### src/rtl/vga_sync_decoder.sv
// vga_sync_decoder: recovers x/y from active-low VGA syncs and validates line/frame timing before asserting lock
module vga_sync_decoder #(
  parameter int H_TOTAL      = 800,
  parameter int H_ACTIVE     = 640,
  parameter int H_SYNC_START = 656,
  parameter int H_SYNC_WIDTH = 96,
  parameter int V_TOTAL      = 525,
  parameter int V_ACTIVE     = 480,
  parameter int V_SYNC_START = 490,
  parameter int LOCK_FRAMES  = 2,
  parameter int TIMEOUT      = 1023
) (
  input  logic       clk,
  input  logic       reset,
  input  logic       hsync_in,
  input  logic       vsync_in,
  output logic [9:0] x,
  output logic [9:0] y,
  output logic       de,
  output logic       locked,
  output logic       h_err,
  output logic       v_err,
  output logic [9:0] line_period
);
  localparam logic [1:0] SEARCH = 2'd0, TRACK = 2'd1, LOCKED = 2'd2;
  localparam logic [9:0] X_LAST = 10'(H_TOTAL - 1);
  localparam logic [9:0] Y_LAST = 10'(V_TOTAL - 1);
  logic        r_hs_q, r_hs_d, r_vs_q, r_vs_d;
  logic [9:0]  r_x, r_y, r_width, r_lines, r_line_period;
  logic [10:0] r_period;
  logic [1:0]  r_state;
  logic [7:0]  r_good;
  logic        r_skip, r_started, r_frame_bad, r_h_err, r_v_err;
  logic        w_hs_fall, w_hs_rise, w_vs_fall, w_x_wrap;
  logic        w_period_bad, w_width_bad, w_timeout, w_count_bad;
  logic        w_h_bad, w_v_bad, w_frame_ok;
  logic [9:0]  w_lines_now;
  logic [7:0]  w_good_next;

  assign w_hs_fall    = r_hs_d & ~r_hs_q;
  assign w_hs_rise    = ~r_hs_d & r_hs_q;
  assign w_vs_fall    = r_vs_d & ~r_vs_q;
  assign w_x_wrap     = !w_hs_fall && r_x == X_LAST;
  // a line ending on the same cycle as vsync falls belongs to the frame being closed
  assign w_lines_now  = (w_hs_fall && r_lines != 10'h3FF) ? r_lines + 10'd1 : r_lines;
  assign w_period_bad = w_hs_fall && r_period != 11'(H_TOTAL) && !(r_state == TRACK && r_skip);
  assign w_width_bad  = w_hs_rise && r_width != 10'(H_SYNC_WIDTH);
  assign w_timeout    = r_period > 11'(TIMEOUT);
  assign w_count_bad  = w_lines_now != 10'(V_TOTAL);
  assign w_h_bad      = r_state != SEARCH && (w_period_bad || w_width_bad || w_timeout);
  assign w_v_bad      = w_vs_fall && w_count_bad && (r_state == LOCKED || (r_state == TRACK && r_started));
  assign w_frame_ok   = !r_frame_bad && !w_period_bad && !w_width_bad && !w_count_bad;
  assign w_good_next  = r_good + 8'd1;

  assign x           = r_x;
  assign y           = r_y;
  assign locked      = r_state == LOCKED;
  assign de          = locked && r_x < 10'(H_ACTIVE) && r_y < 10'(V_ACTIVE);
  assign h_err       = r_h_err;
  assign v_err       = r_v_err;
  assign line_period = r_line_period;

  always_ff @(posedge clk or posedge reset) begin
    if (reset) begin
      r_hs_q        <= 1'b1;
      r_hs_d        <= 1'b1;
      r_vs_q        <= 1'b1;
      r_vs_d        <= 1'b1;
      r_x           <= '0;
      r_y           <= '0;
      r_period      <= '0;
      r_width       <= '0;
      r_lines       <= '0;
      r_line_period <= '0;
    end else begin
      r_hs_q        <= hsync_in;
      r_hs_d        <= r_hs_q;
      r_vs_q        <= vsync_in;
      r_vs_d        <= r_vs_q;
      r_x           <= w_hs_fall ? 10'(H_SYNC_START) : (r_x == X_LAST ? 10'd0 : r_x + 10'd1);
      r_y           <= w_vs_fall ? 10'(V_SYNC_START) : (w_x_wrap ? (r_y == Y_LAST ? 10'd0 : r_y + 10'd1) : r_y);
      r_period      <= w_hs_fall ? 11'd1 : (r_period == 11'h7FF ? r_period : r_period + 11'd1);
      r_width       <= r_hs_q ? 10'd0 : (r_width == 10'h3FF ? r_width : r_width + 10'd1);
      r_lines       <= w_vs_fall ? 10'd0 : w_lines_now;
      r_line_period <= w_hs_fall ? (r_period[10] ? 10'h3FF : r_period[9:0]) : r_line_period;
    end
  end

  always_ff @(posedge clk or posedge reset) begin
    if (reset) begin
      r_state     <= SEARCH;
      r_good      <= '0;
      r_skip      <= 1'b0;
      r_started   <= 1'b0;
      r_frame_bad <= 1'b0;
      r_h_err     <= 1'b0;
      r_v_err     <= 1'b0;
    end else begin
      r_h_err <= w_h_bad;
      r_v_err <= w_v_bad;
      if (r_state == SEARCH) begin
        if (w_hs_fall) begin
          r_state     <= TRACK;
          r_good      <= '0;
          r_skip      <= 1'b1;
          r_started   <= 1'b0;
          r_frame_bad <= 1'b0;
        end
      end else if (w_timeout || (r_state == LOCKED && (w_h_bad || w_v_bad))) begin
        r_state <= SEARCH;
      end else if (r_state == TRACK) begin
        if (w_hs_fall)
          r_skip <= 1'b0;
        // the first vsync after entry only opens the first measured frame
        if (w_vs_fall) begin
          r_started   <= 1'b1;
          r_frame_bad <= 1'b0;
          if (r_started && w_frame_ok) begin
            r_good <= w_good_next;
            if (w_good_next >= 8'(LOCK_FRAMES))
              r_state <= LOCKED;
          end else if (r_started) begin
            r_good <= '0;
          end
        end else if (w_h_bad) begin
          r_frame_bad <= 1'b1;
        end
      end
    end
  end
endmodule

### config.mk
export PLATFORM = sky130hd
export DESIGN_NAME = vga_sync_decoder
export DESIGN_NICKNAME = d
export VERILOG_FILES = /design/src/rtl/vga_sync_decoder.sv
export SDC_FILE = /design/constraint.sdc
export NUM_CORES = 1
export LEC_CHECK = 0
export ABC_AREA = 1
export BUFFER_PORTS_ARGS = -buffer_cell sky130_fd_sc_hd__buf_2
export CORE_UTILIZATION = 31
export CTS_CLUSTER_DIAMETER = 100
export DETAILED_ROUTE_END_ITERATION = 12
export PLACE_DENSITY = 0.5
export SYNTH_ARGS = -nofsm -noshare
export SYNTH_HDL_FRONTEND = slang
export SYNTH_SLANG_ARGS = --single-unit
export TNS_END_PERCENT = 20
### constraint.sdc
create_clock -name clk -period 3.8 [get_ports clk]
set_input_delay 0 -clock clk [delete_from_list [all_inputs] [get_ports clk]]
set_output_delay 0 -clock clk [all_outputs]
set_load 0.01 [all_outputs]
## Word level (Yosys, flattened, before mapping)

Cells that the tools add are included.

- Input bits: 4
- Word-level logic and storage cells: 132
- Register bits after elaboration: 80
- Output and inout port bits: 34

- Mux-type cells: 40
- Reductions and logical operators: 44
- Magnitude comparators: 4
- Eq/ne operators: 15
- Add/sub/neg operators: 6
- Bitwise gates (word level): 6

Operators by type and width:

| operator | number |
|---|---|
| 10-bit 2-to-1 mux | 10 |
| 8-bit 2-to-1 mux | 7 |
| 10-bit by 1-bit adder with 10-bit output, second input constant | 4 |
| 10-bit == test, second input constant | 3 |
| 11-bit 2-to-1 mux | 2 |
| 10-bit != test, second input constant | 2 |
| 3-bit nonzero test | 6 |
| 1-bit logical AND | 17 |
| 1-bit 2-to-1 mux | 14 |
| 2-bit 2-to-1 mux | 7 |
| 4-bit AND reduction | 3 |
| 11-bit by 1-bit adder with 11-bit output, second input constant | 1 |
| 11-bit == test, second input constant | 1 |
| 11-bit by 10-bit > comparator with 1-bit output, second input constant | 1 |
| 11-bit by 10-bit != test with 1-bit output, second input constant | 1 |
| 10-bit < comparator, second input constant | 1 |
| 10-bit by 9-bit < comparator with 1-bit output, second input constant | 1 |
| 10-bit by 7-bit != test with 1-bit output, second input constant | 1 |
| 5-bit AND reduction | 2 |
| 8-bit by 1-bit adder with 8-bit output, second input constant | 1 |
| 8-bit by 2-bit greater-or-equal comparator with 1-bit output, second input constant | 1 |
| 2-bit != test, second input constant | 4 |
| 2-bit nonzero test | 4 |
| 1-bit logical NOT | 6 |
| other kinds (7) | 15 |

## Longest topological paths before layout

- Word-level depth: 14
- Depth in mapped cells: 18

## Least setup slack after synthesis

Ideal clock, no wire load.

- Kind: reg2reg
- From: reg r_lines[0]
- To: reg r_state[1]
- Path buffers: 1
- Cell stages (with the launch flop): 17
- Library setup time: 0.118 ns
- Data required time: 3.682 ns
- Data arrival time: 1.843 ns
- Path slack: 1.839 ns
- Path through: dfrtp_1 -> ha_1 -> nand2_1 -> nor2_1 -> nand3_2 -> buf_6 -> nand3_1 -> nand2_4 -> nand2_2 -> nor2_2 -> nand3_2 -> nand2_2 -> nand2_2 -> nand2_1 -> nand3_1 -> nand3_1 -> nand2_1

- Cells in the longest elaborated chain, start to end: 11
- Elaborated cells between the ends (all ways): 20
- Those cells by class: add/sub (1); eq/ne (2); mux (3); reduce/logical (14)

Ends and longest elaborated chain:

| element | line | text |
|---|---|---|
| start, declared | 29 | `logic [9:0] r_x, r_y, r_width, r_lines, r_line_period;` |
| start signal, assigned | 84 | `r_lines <= w_vs_fall ? 10'd0 : w_lines_now;` |
| branches (longest 2 deep; another with 10-bit by 1-bit adder with 10-bit output) | n/a |  |
| 10-bit 2-to-1 mux * | 45 | `assign w_lines_now = (w_hs_fall && r_lines != 10'h3FF) ? r_lines + 10'd1 : r_lines;` |
| 10-bit != test * | 49 | `assign w_count_bad = w_lines_now != 10'(V_TOTAL);` |
| 1-bit logical AND (2 in a row) | 51 | `assign w_v_bad = w_vs_fall && w_count_bad && (r_state == LOCKED \|\| (r_state == TRACK && r_started));` |
| 1-bit logical OR | 109 | `end else if (w_timeout \|\| (r_state == LOCKED && (w_h_bad \|\| w_v_bad))) begin` |
| 1-bit logical AND | 109 |  |
| 1-bit logical OR | 109 |  |
| 3-bit nonzero test (no line) / 2-bit 2-to-1 mux (equally long branches) | n/a |  |
| 5-bit AND reduction (no line) / 2-bit 2-to-1 mux (equally long branches) | n/a |  |
| end signal, assigned | 103 | `r_state <= TRACK;` |
| end signal, assigned | 110 | `r_state <= SEARCH;` |
| end signal, assigned | 121 | `r_state <= LOCKED;` |
| end, declared | 31 | `logic [1:0] r_state;` |

Mark *: on every way between the ends.
A chain may end at the register's enable or synchronous reset.

## Final worst setup path

- From: reg r_hs_q
- To: reg r_good[6]

- Cells in the longest elaborated chain, start to end: 14
- Elaborated cells between the ends (all ways): 33
- Those cells by class: eq/ne (3); mux (6); bitwise (3); reduce/logical (21)

Ends and longest elaborated chain:

| element | line | text |
|---|---|---|
| start, declared | 28 | `logic r_hs_q, r_hs_d, r_vs_q, r_vs_d;` |
| start signal, assigned | 76 | `r_hs_q <= hsync_in;` |
| branches (longest 14 deep; another with 10-bit 2-to-1 mux) | n/a |  |
| end signal, assigned | 119 | `r_good <= w_good_next;` |
| end, declared | 32 | `logic [7:0] r_good;` |

Several ways; the timed one is not identified. The select of a mux whose other input is x is not followed.

==> reports/qor.json <==
{
  "final.setup_skew": {"value": 0.00939, "unit": "ns"},
  "holdWs": {"value": 0.257, "unit": "ns"},
  "grt_antenna_before_repair": {"value": 0},
  "grt_setup_unrepaired": {"value": "false"},
  "vdd_ir_drop_max": {"value": 0.199, "unit": "mV"},
  "met1Wirelength": {"value": 4920, "unit": "um"},
  "detailroute.wirelength.met2": {"value": 4050, "unit": "um"},
  "num_rows": {"value": 42},
  "yosys.cell_types.count": {"value": 39},
  "netlist.top_cell.by_area": {"value": "sky130_fd_sc_hd__dfrtp_1"},
  "worstPathRequired": {"value": 4.07, "unit": "ns"},
  "tritoncts_clock_tree": {"value": "yes"},
  "drt_iter0_markers": {"value": 258},
  "regToRegSetupSlack": {"value": 1.20, "unit": "ns"},
  "finalWirelength": {"value": 9480, "unit": "um"},
  "ys_warn_count": {"value": 0},
  "timing.final.hold_violations": {"value": 0},
  "cp-start-kind": {"value": "register"},
  "crit_path_max_fanout": {"value": 35},
  "grt_max_degree": {"value": 47},
  "max_cap_viol_count": {"value": 0},
  "synth_top_area_share": {"value": 43.8, "unit": "%"},
  "post_layout_nonfiller_instances": {"value": 775},
  "initial_core_utilization": {"value": 32.3, "unit": "%"},
  "global_route_wire_length_before_repair": {"value": 16800, "unit": "um"},
  "io_buffer_count": {"value": 37},
  "cts.sink_count": {"value": 80},
  "die_height": {"value": 120, "unit": "um"},
  "r2r-end": {"value": "r_good[6]"},
  "routed_wire_length_per_instance": {"value": 12.2, "unit": "um"},
  "final-setup-viol-count": {"value": 0},
  "syn_to_final_growth": {"value": 15.5, "unit": "%"},
  "met3_length": {"value": 287, "unit": "um"},
  "overflow": {"value": 0},
  "synthCells": {"value": 552},
  "criticalPathCategory": {"value": "reg2reg"},
  "antenna_left": {"value": 0},
  "fp.dieW": {"value": 120, "unit": "um"},
  "maxClockFrequency": {"value": 0.384, "unit": "GHz"},
  "final.period_utilization": {"value": 68.5, "unit": "%"},
  "nets": {"value": 609},
  "report.power.total": {"value": 2.36, "unit": "mW"},
  "worst_skew_pair.late_latency": {"value": 0.34, "unit": "ns"},
  "cts.clk_slew.worst_paths": {"value": 0.06, "unit": "ns"},
  "io_pins": {"value": 38},
  "worstMarginPinSlew": {"value": 0.721, "unit": "ns"},
  "grt_pass1_vias": {"value": 3574},
  "clock_tree.htree_level_count": {"value": 3},
  "critical_path_arrival": {"value": 2.87, "unit": "ns"},
  "cp_slowest_stage_delay": {"value": 0.48, "unit": "ns"},
  "drt-vias-per-instance": {"value": 4.78},
  "final_max_slew_viol_count": {"value": 0},
  "pwr_cell_area": {"value": 471, "unit": "nW/um^2"},
  "detailed_place_hpwl": {"value": 6870, "unit": "um"},
  "routabilityCongestion": {"value": 0.827},
  "timing.final.crit_period": {"value": 2.60, "unit": "ns"},
  "finalSetupTns": {"value": 0, "unit": "ns"},
  "syn-num-nets": {"value": 566},
  "postSynthAreaPerCell": {"value": 7.87, "unit": "um^2"},
  "track_usage": {"value": 14.5, "unit": "%"},
  "timing.critical_path.to_type": {"value": "register"},
  "post-place-cells": {"value": 757},
  "core_area": {"value": 13500, "unit": "um^2"},
  "route.detailed.drc": {"value": 0},
  "floorplan.die_area": {"value": 14500, "unit": "um^2"},
  "netlist_area": {"value": 4340, "unit": "um^2"},
  "cts_resized": {"value": 0},
  "synth.top_cells.by_area": {"value": "sky130_fd_sc_hd__dfrtp_1 44%, sky130_fd_sc_hd__nand2_1 7.8%, sky130_fd_sc_hd__nor2_1 7.0%"},
  "worst_r2r_path_depth": {"value": 13},
  "maxSlewHeadroom": {"value": 51.8, "unit": "%"},
  "crit_top_cell": {"value": "sky130_fd_sc_hd__nand2_1"},
  "clock-root-buffer": {"value": "sky130_fd_sc_hd__clkbuf_16"},
  "clockBufferDepth": {"value": 2},
  "antenna-diode-count": {"value": 0},
  "layout-drive-gt1-share": {"value": 13.9, "unit": "%"},
  "synth.ff_latch_count": {"value": 80},
  "maxUsedRoutingLayer": {"value": "met4"},
  "drt_pass1_iterations": {"value": 4},
  "hold_path.class": {"value": "in2async"},
  "startpoint_of_the_worst_slack_reg_to_reg_timing_path": {"value": "r_hs_q"},
  "static-leakage-power": {"value": 2.29, "unit": "nW"},
  "cts-buffers-inserted": {"value": 9},
  "ys_seq_area_share": {"value": 46.2, "unit": "%"},
  "cp_cell_sequence": {"value": "inv_2 -> nand2_4 -> inv_2 -> nand2_1 -> nand2_1 -> nand2_1 -> inv_1 -> nand2_1 -> nor2_1 -> nand3_2 -> nor3b_4 -> nand3_1 -> o21ai_1"},
  "crit_path_top_delay_cell": {"value": "sky130_fd_sc_hd__inv_2"},
  "detailroute.via_count": {"value": 3706},
  "run_status": {"value": "finished clean"}
}
==> per-layer routing <==
metal | up-vias | global-route usage [%]
li1 | 1887 | -
met1 | 1734 | 19.9
met3 | 17 | 2.64
met2 | 68 | 21.8
met5 | - | 0
met4 | 0 | 7.18
==> how the worst max path moves through the flow <==
stage / start / slack [ns] / end / cells after the start
2_1_floorplan: reset / 1.75 / h_err / 1
3_3_place_gp: r_hs_q / 1.26 / r_good[2] / 13
3_5_place_dp: r_hs_q / 1.16 / r_good[5] / 13
4_1_cts: r_hs_q / 1.14 / r_good[5] / 13
5_1_grt: r_hs_q / 0.85 / r_good[6] / 13
6_report: r_hs_q / 1.20 / r_good[6] / 13
==> metrics by stage <==
step / area (um^2) / util, % / setup WS, ns
after floorplan: 4340 / - / 1.75
after global placement: 4710 / 35.0 / 1.26
after detailed placement: 4710 / 35.0 / 1.16
after CTS: 5020 / 37.3 / 1.14
after global routing: 5020 / 37.3 / 0.846
final: 5020 / 37.3 / 1.20
==> synth_stat cells <==
cell                       instances
sky130_fd_sc_hd__nor2_2            3
sky130_fd_sc_hd__nand3b_1          4
sky130_fd_sc_hd__nand2_1          90
sky130_fd_sc_hd__inv_2             2
sky130_fd_sc_hd__o21ai_0          30
sky130_fd_sc_hd__or2_2             2
sky130_fd_sc_hd__o22ai_1           1
sky130_fd_sc_hd__o21ai_1           9
sky130_fd_sc_hd__nand2_2           5
sky130_fd_sc_hd__buf_1             2
sky130_fd_sc_hd__inv_1            80
sky130_fd_sc_hd__nor2_1           81
sky130_fd_sc_hd__clkbuf_1          3
sky130_fd_sc_hd__nand4_1          11
sky130_fd_sc_hd__nand3_2           4
sky130_fd_sc_hd__xor2_1           11
sky130_fd_sc_hd__nand2_4           4
sky130_fd_sc_hd__nor4_2            1
sky130_fd_sc_hd__nor2_4            1
sky130_fd_sc_hd__nor3b_4           1
sky130_fd_sc_hd__a311oi_1          1
sky130_fd_sc_hd__a21oi_2           1
sky130_fd_sc_hd__nand3_1          44
sky130_fd_sc_hd__a211oi_1          4
sky130_fd_sc_hd__nor3_1           18
sky130_fd_sc_hd__nor3_4            1
sky130_fd_sc_hd__a21boi_0          1
sky130_fd_sc_hd__a21oi_1          20
sky130_fd_sc_hd__dfrtp_1          76
sky130_fd_sc_hd__clkinv_1          1
sky130_fd_sc_hd__buf_4             1
sky130_fd_sc_hd__buf_2             3
sky130_fd_sc_hd__a31oi_1          15
sky130_fd_sc_hd__buf_6             1
sky130_fd_sc_hd__nor3b_1           1
sky130_fd_sc_hd__dfstp_2           4
sky130_fd_sc_hd__xnor2_1           2
sky130_fd_sc_hd__ha_1             10
sky130_fd_sc_hd__nor4_1            3
==> sequential cells by signal, indices dropped and copies added, names as in the netlist, 2 cells and up <==
name,flops
r_state,2
r_period,11
r_good,8
x,10
r_width,10
r_lines,10
y,10
line_period,10
==> where the power goes <==
part	switching [mW]	internal (mW)	total (mW)
clock	0.340	0.472	0.812
combinational	0.328	0.175	0.503
sequential	0.0891	0.957	1.05
total	0.757	1.60	2.36
==> cell families after synthesis <==
family | count (synthesis) | synth area share [%]
compound gates | 82 | 10.4
xor+xnor | 13 | 2.62
fa+ha+maj | 10 | 2.88
buf+inv | 93 | 8.38
flops | 80 | 46.2
simple gates | 274 | 29.6
==> critical path, delay by kind of cell, from the launching register on <==
kind,cells,cell delay [ns]
AOI/OAI and AO/OA,1,0.11
and+or+nand+nor,9,1.31
buffers and inverters,3,0.69
DFF,1,0.40
==> cell type report <==
type / instances / area (um^2)
tap: 176 / 220
clock inverter: 3 / 17.5
clock buffer: 12 / 256
timing repair buffer: 42 / 230
sequential: 80 / 2010
multi-input combinational: 379 / 1970
fill: 1423 / 8440
inverter: 83 / 313
==> cells in the final DEF (no fill, tap or decap), types with 2 or more instances in the layout <==
master	n
sky130_fd_sc_hd__nand2_1	90
sky130_fd_sc_hd__nand3b_1	4
sky130_fd_sc_hd__clkinv_2	3
sky130_fd_sc_hd__nor3_1	18
sky130_fd_sc_hd__nor2_2	3
sky130_fd_sc_hd__dlygate4sd3_1	3
sky130_fd_sc_hd__buf_4	2
sky130_fd_sc_hd__dfstp_2	4
sky130_fd_sc_hd__clkbuf_16	9
sky130_fd_sc_hd__ha_1	10
sky130_fd_sc_hd__or2_2	2
sky130_fd_sc_hd__dfrtp_1	76
sky130_fd_sc_hd__clkbuf_8	2
sky130_fd_sc_hd__inv_1	79
sky130_fd_sc_hd__nand3_2	4
sky130_fd_sc_hd__xor2_1	11
sky130_fd_sc_hd__nor2_1	81
sky130_fd_sc_hd__nand2_2	5
sky130_fd_sc_hd__buf_2	37
sky130_fd_sc_hd__inv_2	2
sky130_fd_sc_hd__a21oi_1	20
sky130_fd_sc_hd__a211oi_1	4
sky130_fd_sc_hd__a31oi_1	15
sky130_fd_sc_hd__o21ai_1	9
sky130_fd_sc_hd__nand4_1	11
sky130_fd_sc_hd__nand2_4	4
sky130_fd_sc_hd__nand3_1	44
sky130_fd_sc_hd__nor4_1	3
sky130_fd_sc_hd__o21ai_0	30
sky130_fd_sc_hd__xnor2_1	2
==> timing repair <==
action | 4_1_cts | 5_1_grt
buffers inserted | 0 | 0
hold buffers | 3 | 0
hold endpoints to repair | 34 | 0
Note: power is estimated with default switching activity, not from simulation.
